$ cat src/rtl/stopwatch_ctrl.sv
// Stopwatch command sequencer: button sync/debounce, IDLE/RUN/PAUSE/STOP FSM, 0.1 s tick.
// Latency: button rise to press pulse 2+DEB_CYCLES cycles; state changes on the next edge.
// Backpressure: none; presses and wrap are acted on (or dropped) in the cycle they occur.
//
// Ports:
//   clk, rst_n                        clock, asynchronous active-low reset
//   enable                            master run switch (level); low forces IDLE and clear
//   btn_reset/count/pause/stop        raw active-high push-buttons, asynchronous to clk
//   wrap                              datapath pulse: tick consumed at 999.9
//   tick                              one-cycle pulse every TICK_DIV cycles while count_en
//   count_en, disp_en                 Moore-decoded datapath / display enables
//   clear                             one-cycle (or held while enable low) digit clear
//   state                             current FSM state code
module stopwatch_ctrl #(
  parameter int DEB_CYCLES = 500000,
  parameter int TICK_DIV   = 5000000
) (
  input  logic       clk,
  input  logic       rst_n,
  input  logic       enable,
  input  logic       btn_reset,
  input  logic       btn_count,
  input  logic       btn_pause,
  input  logic       btn_stop,
  input  logic       wrap,
  output logic       tick,
  output logic       count_en,
  output logic       clear,
  output logic       disp_en,
  output logic [2:0] state
);

  localparam int NBTN = 4;
  localparam int CW   = $clog2(DEB_CYCLES + 1);
  localparam int PW   = (TICK_DIV > 1) ? $clog2(TICK_DIV) : 1;

  localparam logic [CW-1:0] DEB_MAX  = CW'(DEB_CYCLES);
  localparam logic [CW-1:0] DEB_LAST = CW'(DEB_CYCLES - 1);
  localparam logic [PW-1:0] PRE_LAST = PW'(TICK_DIV - 1);

  localparam logic [2:0] S_IDLE  = 3'b000;
  localparam logic [2:0] S_RUN   = 3'b010;
  localparam logic [2:0] S_PAUSE = 3'b011;
  localparam logic [2:0] S_STOP  = 3'b100;

  // Button index map: 0 count, 1 pause, 2 stop, 3 reset.
  logic [NBTN-1:0] btn_raw;
  logic [NBTN-1:0] sync1;
  logic [NBTN-1:0] sync2;
  logic [NBTN-1:0] press;
  logic [CW-1:0]   deb_cnt [NBTN];

  logic [PW-1:0]   presc;
  logic [2:0]      state_nxt;
  logic            clear_nxt;
  logic            run_like;
  logic            legal;

  assign btn_raw = {btn_reset, btn_stop, btn_pause, btn_count};

  // Debounce: the counter saturates at DEB_CYCLES, so the press pulse fires only on the
  // sample where it steps from DEB_CYCLES-1 to DEB_CYCLES. A single low sample rearms it.
  always_ff @(posedge clk or negedge rst_n) begin
    if (!rst_n) begin
      sync1 <= '0;
      sync2 <= '0;
      press <= '0;
      for (int i = 0; i < NBTN; i++) deb_cnt[i] <= '0;
    end else begin
      sync1 <= btn_raw;
      sync2 <= sync1;
      for (int i = 0; i < NBTN; i++) begin
        press[i] <= sync2[i] && (deb_cnt[i] == DEB_LAST);
        if (!sync2[i]) begin
          deb_cnt[i] <= '0;
        end else if (deb_cnt[i] != DEB_MAX) begin
          deb_cnt[i] <= deb_cnt[i] + CW'(1);
        end
      end
    end
  end

  assign run_like = (state == S_RUN) || (state == S_PAUSE);
  assign legal    = run_like || (state == S_IDLE) || (state == S_STOP);

  // Priority chain: enable low, then wrap, then reset > stop > pause > count.
  // Only the highest-priority press acts; if it is meaningless in the current
  // state the lower presses of the same cycle are still dropped.
  always_comb begin
    state_nxt = state;
    clear_nxt = 1'b0;
    if (!enable) begin
      state_nxt = S_IDLE;
      clear_nxt = 1'b1;
    end else if (!legal) begin
      state_nxt = S_IDLE;
    end else if (wrap && run_like) begin
      state_nxt = S_IDLE;
      clear_nxt = 1'b1;
    end else if (press[3]) begin
      state_nxt = S_IDLE;
      clear_nxt = 1'b1;
    end else if (press[2]) begin
      if (run_like) state_nxt = S_STOP;
    end else if (press[1]) begin
      if (state == S_RUN) state_nxt = S_PAUSE;
    end else if (press[0]) begin
      if (state != S_RUN) state_nxt = S_RUN;
    end
  end

  // clear is registered alongside the state so it lands in the first IDLE cycle.
  always_ff @(posedge clk or negedge rst_n) begin
    if (!rst_n) begin
      state <= S_IDLE;
      clear <= 1'b0;
    end else begin
      state <= state_nxt;
      clear <= clear_nxt;
    end
  end

  // Prescaler is zeroed on the same edge that raises clear, so it already reads 0
  // during the clear cycle. It holds (not clears) outside RUN/PAUSE, keeping the
  // partial tenth across STOP.
  always_ff @(posedge clk or negedge rst_n) begin
    if (!rst_n) begin
      presc <= '0;
    end else if (clear_nxt) begin
      presc <= '0;
    end else if (count_en) begin
      presc <= (presc == PRE_LAST) ? '0 : presc + PW'(1);
    end
  end

  assign count_en = run_like;
  assign disp_en  = (state == S_IDLE) || (state == S_RUN);
  assign tick     = count_en && (presc == PRE_LAST);

endmodule

$ cat config.mk
export PLATFORM = sky130hd
export DESIGN_NAME = stopwatch_ctrl
export DESIGN_NICKNAME = d
export VERILOG_FILES = /design/src/rtl/stopwatch_ctrl.sv
export SDC_FILE = /design/constraint.sdc
export NUM_CORES = 1
export LEC_CHECK = 0
export BUFFER_PORTS_ARGS = -buffer_cell sky130_fd_sc_hd__buf_2
export CAP_MARGIN = 20
export CORE_ASPECT_RATIO = 0.9
export CORE_MARGIN = 10
export CORE_UTILIZATION = 67
export CTS_CLUSTER_DIAMETER = 40
export DETAILED_ROUTE_END_ITERATION = 10
export GPL_TIMING_DRIVEN = 0
export PLACE_DENSITY = 0.91
export SYNTH_ARGS = -nofsm -noshare
export SYNTH_HDL_FRONTEND = slang
export SYNTH_SLANG_ARGS = --single-unit
$ cat constraint.sdc
create_clock -name clk -period 5.4 [get_ports clk]
set_input_delay 0.81 -clock clk [delete_from_list [all_inputs] [get_ports clk]]
set_output_delay 0.81 -clock clk [all_outputs]
set_load 0.1 [all_outputs]
==> results.yml <==
outcome:
  run_status: "finished, final reports clean"
pwr:
  finalPower_uw: 2180
  power_frac_clock_pct: 49.0
  power_leakage_uw: 0.00281
  p_sw_uw: 541
  p_comb_share_pct: 9.5
  ir_worst_vdd_mv: 0.304
  cellPowerDensity_mw_per_mm2: 322
  pwr-share-seq_pct: 41.5
  power.internal_uw: 1640
  sw_frac_of_total_pct: 24.8
critical_path:
  arrival_ns: 2.70
  worstReg2RegStart: "state[1]"
  worstSetupPathType: "flop to output pin"
  critPathLaunch: "presc[0]"
  cp-start-kind: "flop"
  cp_max_fo: 4
  r2r_slack_ns: 3.23
  rr_endpoint: "presc[6]"
  critPathCaptureType: "output pin"
  reg2reg_depth: 6
  required_ns: 4.59
synthesis:
  synthArstFlopShare_pct: 100
  syn_area_per_cell_um2: 9.30
  netlist_instances: 640
  yosys_warnings: 0
  netlist_area_mm2: 0.00595
  ys_seq_area_share_pct: 48.3
  synth.distinct_cells: 51
  yosys_most_used_dff: "dfrtp_1"
  syn_nets: 657
  ys_top_cells_by_count: "dfrtp_1, nor2_1, nand3_1"
  ys_top_cells_by_area: "dfrtp_1, xnor2_1, nand3_1"
  synth_edf_count: 0
  yosysTopAreaCellShare_pct: 48.3
  synth_top_cell_by_area: "dfrtp_1"
  synthMostInstantiatedCell: "dfrtp_1"
  synth_seq_cells: 115
route:
  met3WireLength_um: 714
  dr.pass1.iters: 7
  vias_per_cell: 6.09
  wl_met2_um: 6330
  num_vias: 4887
  ant_nets: 0
  dr.max_layer_used: "met4"
  drt_iter0_markers: 476
  drt_wl_total_um: 12900
  wire_per_inst_um: 16.1
  drc_errors: 0
  wl_met1_um: 5500
floorplan:
  core_mm2: 0.00861
  ioPinCount: 15
  fp.dieH_um: 109
  rows: 32
  start_util_pct: 69.2
  dieArea_mm2: 0.0131
  die_x_um: 119
timing:
  max_freq_ghz: 0.285
  fin_setup_tns_ns: 0
  setup_viol: 0
  worst_clock_skew_ns: 0.00636
  final_max_slew_viol_count: 0
  worstMarginPinSlew_ns: 0.702
  setup_slack_ns: 1.89
  finalHoldViolCount: 0
  fin_crit_ns: 3.51
  period_share_pct: 65.1
  slew-limit-headroom_pct: 52.9
  rsz0062_at_grt: "false"
  hold_ws_ns: 0.269
clock_network:
  clk_pin_slew_ns: 0.05
  cts.sinks: 115
  postCtsSetupBuffers: 0
  cts_tree: "done"
  htree_levels: 4
  cts_made_buffers: 17
  cts-root-buf: "clkbuf_8"
  clk_latency_ns: 0.52
  postCtsHoldBufs: 0
  post_cts_resized: 0
  clockBufferDepth: 2
global_routing:
  first_global_vias: 4863
  grt_max_degree: 76
  grtUsageTotal_pct: 20.7
  grt-ovfl-total: 0
  antenna_found_initial: 0
  grt_pass1_wl_um: 22200
placement:
  dp_hpwl_um: 8420
  post-place-ws_ns: 2.53
  io_buffers: 14
  gp_routability_congestion: 0.941
final_layout:
  syn_to_final_growth_pct: 13.7
  final_layout_size_suffix_gt1_share_pct: 8.33
  utilization_pct: 78.6
  finalNetCount: 691
  antennaDiodeCount: 0
  fillers: 535
job:
  max_cap_viol_count: 0
hold_path:
  worstHoldPathType: "input port to async pin"
-- power groups by stage --
stage                     clock, uW  combinational, uW  sequential [uW]
after CTS                      1080                208              904
after global routing           1120                228              907
after floorplan                   0                112              944
after global placement            0                193              915
final                          1070                207              904
after detailed placement          0                205              917
-- kinds of logic after synthesis --
| group | after synthesis | synth area share [%] |
|---|---|---|
| buffers and inverters | 62 | 3.99 |
| AOI/OAI and AO/OA | 79 | 7.50 |
| and+or+nand+nor | 312 | 28.9 |
| adders and majority gates | 9 | 1.89 |
| muxes | 7 | 1.20 |
| xor gates and xnor gates | 56 | 8.24 |
| DFF | 115 | 48.3 |
-- flip-flops by register name, summed over array words and instances, names as in the netlist --
| signal | cells |
|---|---|
| press | 4 |
| sync2 | 4 |
| deb_cnt | 76 |
| state | 3 |
| presc | 23 |
| sync1 | 4 |
| clear | 1 |
-- worst max path at each step --
stage                   to  slack, ns  depth (start not counted)
3_3_place_gp   deb_cnt[22]       2.24                          1
4_1_cts               tick       1.92                          7
3_5_place_dp          tick       2.53                          7
6_report              tick       1.89                          7
2_1_floorplan         tick       1.30                          2
5_1_grt               tick       1.82                          7
-- placed cells by master, fill, tap and decap left out, types with 16 or more instances in the layout --
cell / n
dfrtp_1: 115
nor2_1: 51
nand3_1: 48
inv_1: 44
nand2_1: 42
xnor2_1: 31
a21oi_1: 30
o21ai_0: 30
or3_1: 28
and2_1: 28
xor2_1: 25
nand4_1: 24
nor3_1: 22
clkbuf_1: 17
buf_2: 17
clkbuf_16: 16
-- stage by stage --
step	area, um2	std cells
after floorplan	5950	640
after global placement	6170	773
after detailed placement	6200	774
after CTS	6770	803
after global routing	6770	803
final	6770	803
-- routing by layer --
| layer | up-vias | global-route usage, % |
|---|---|---|
| met5 | - | 0 |
| met2 | 184 | 34.6 |
| met3 | 58 | 6.05 |
| met1 | 2350 | 25.1 |
| li1 | 2295 | - |
| met4 | 0 | 8.35 |
-- area by class of cell --
| cell class | count | area, um2 | area share, % |
|---|---|---|---|
| multi-input combinational | 463 | 2840 | 41.9 |
| buffer | 18 | 72.6 | 1.07 |
| clock inverter | 4 | 72.6 | 1.07 |
| clock buffer | 25 | 494 | 7.30 |
| timing repair buffer | 15 | 100 | 1.48 |
| inverter | 44 | 165 | 2.44 |
| tap | 119 | 149 | 2.20 |
| sequential | 115 | 2880 | 42.5 |
-- worst max-delay path: stages, from the launching register on --
cell and delay [ns]:
dfrtp_1 0.41, ha_1 0.25, nand2_1 0.08, nor3_1 0.22, nand2_1 0.13, or3_1 0.32
nor3_1 0.28, buf_2 0.49
(Power assumes the default switching activity.)
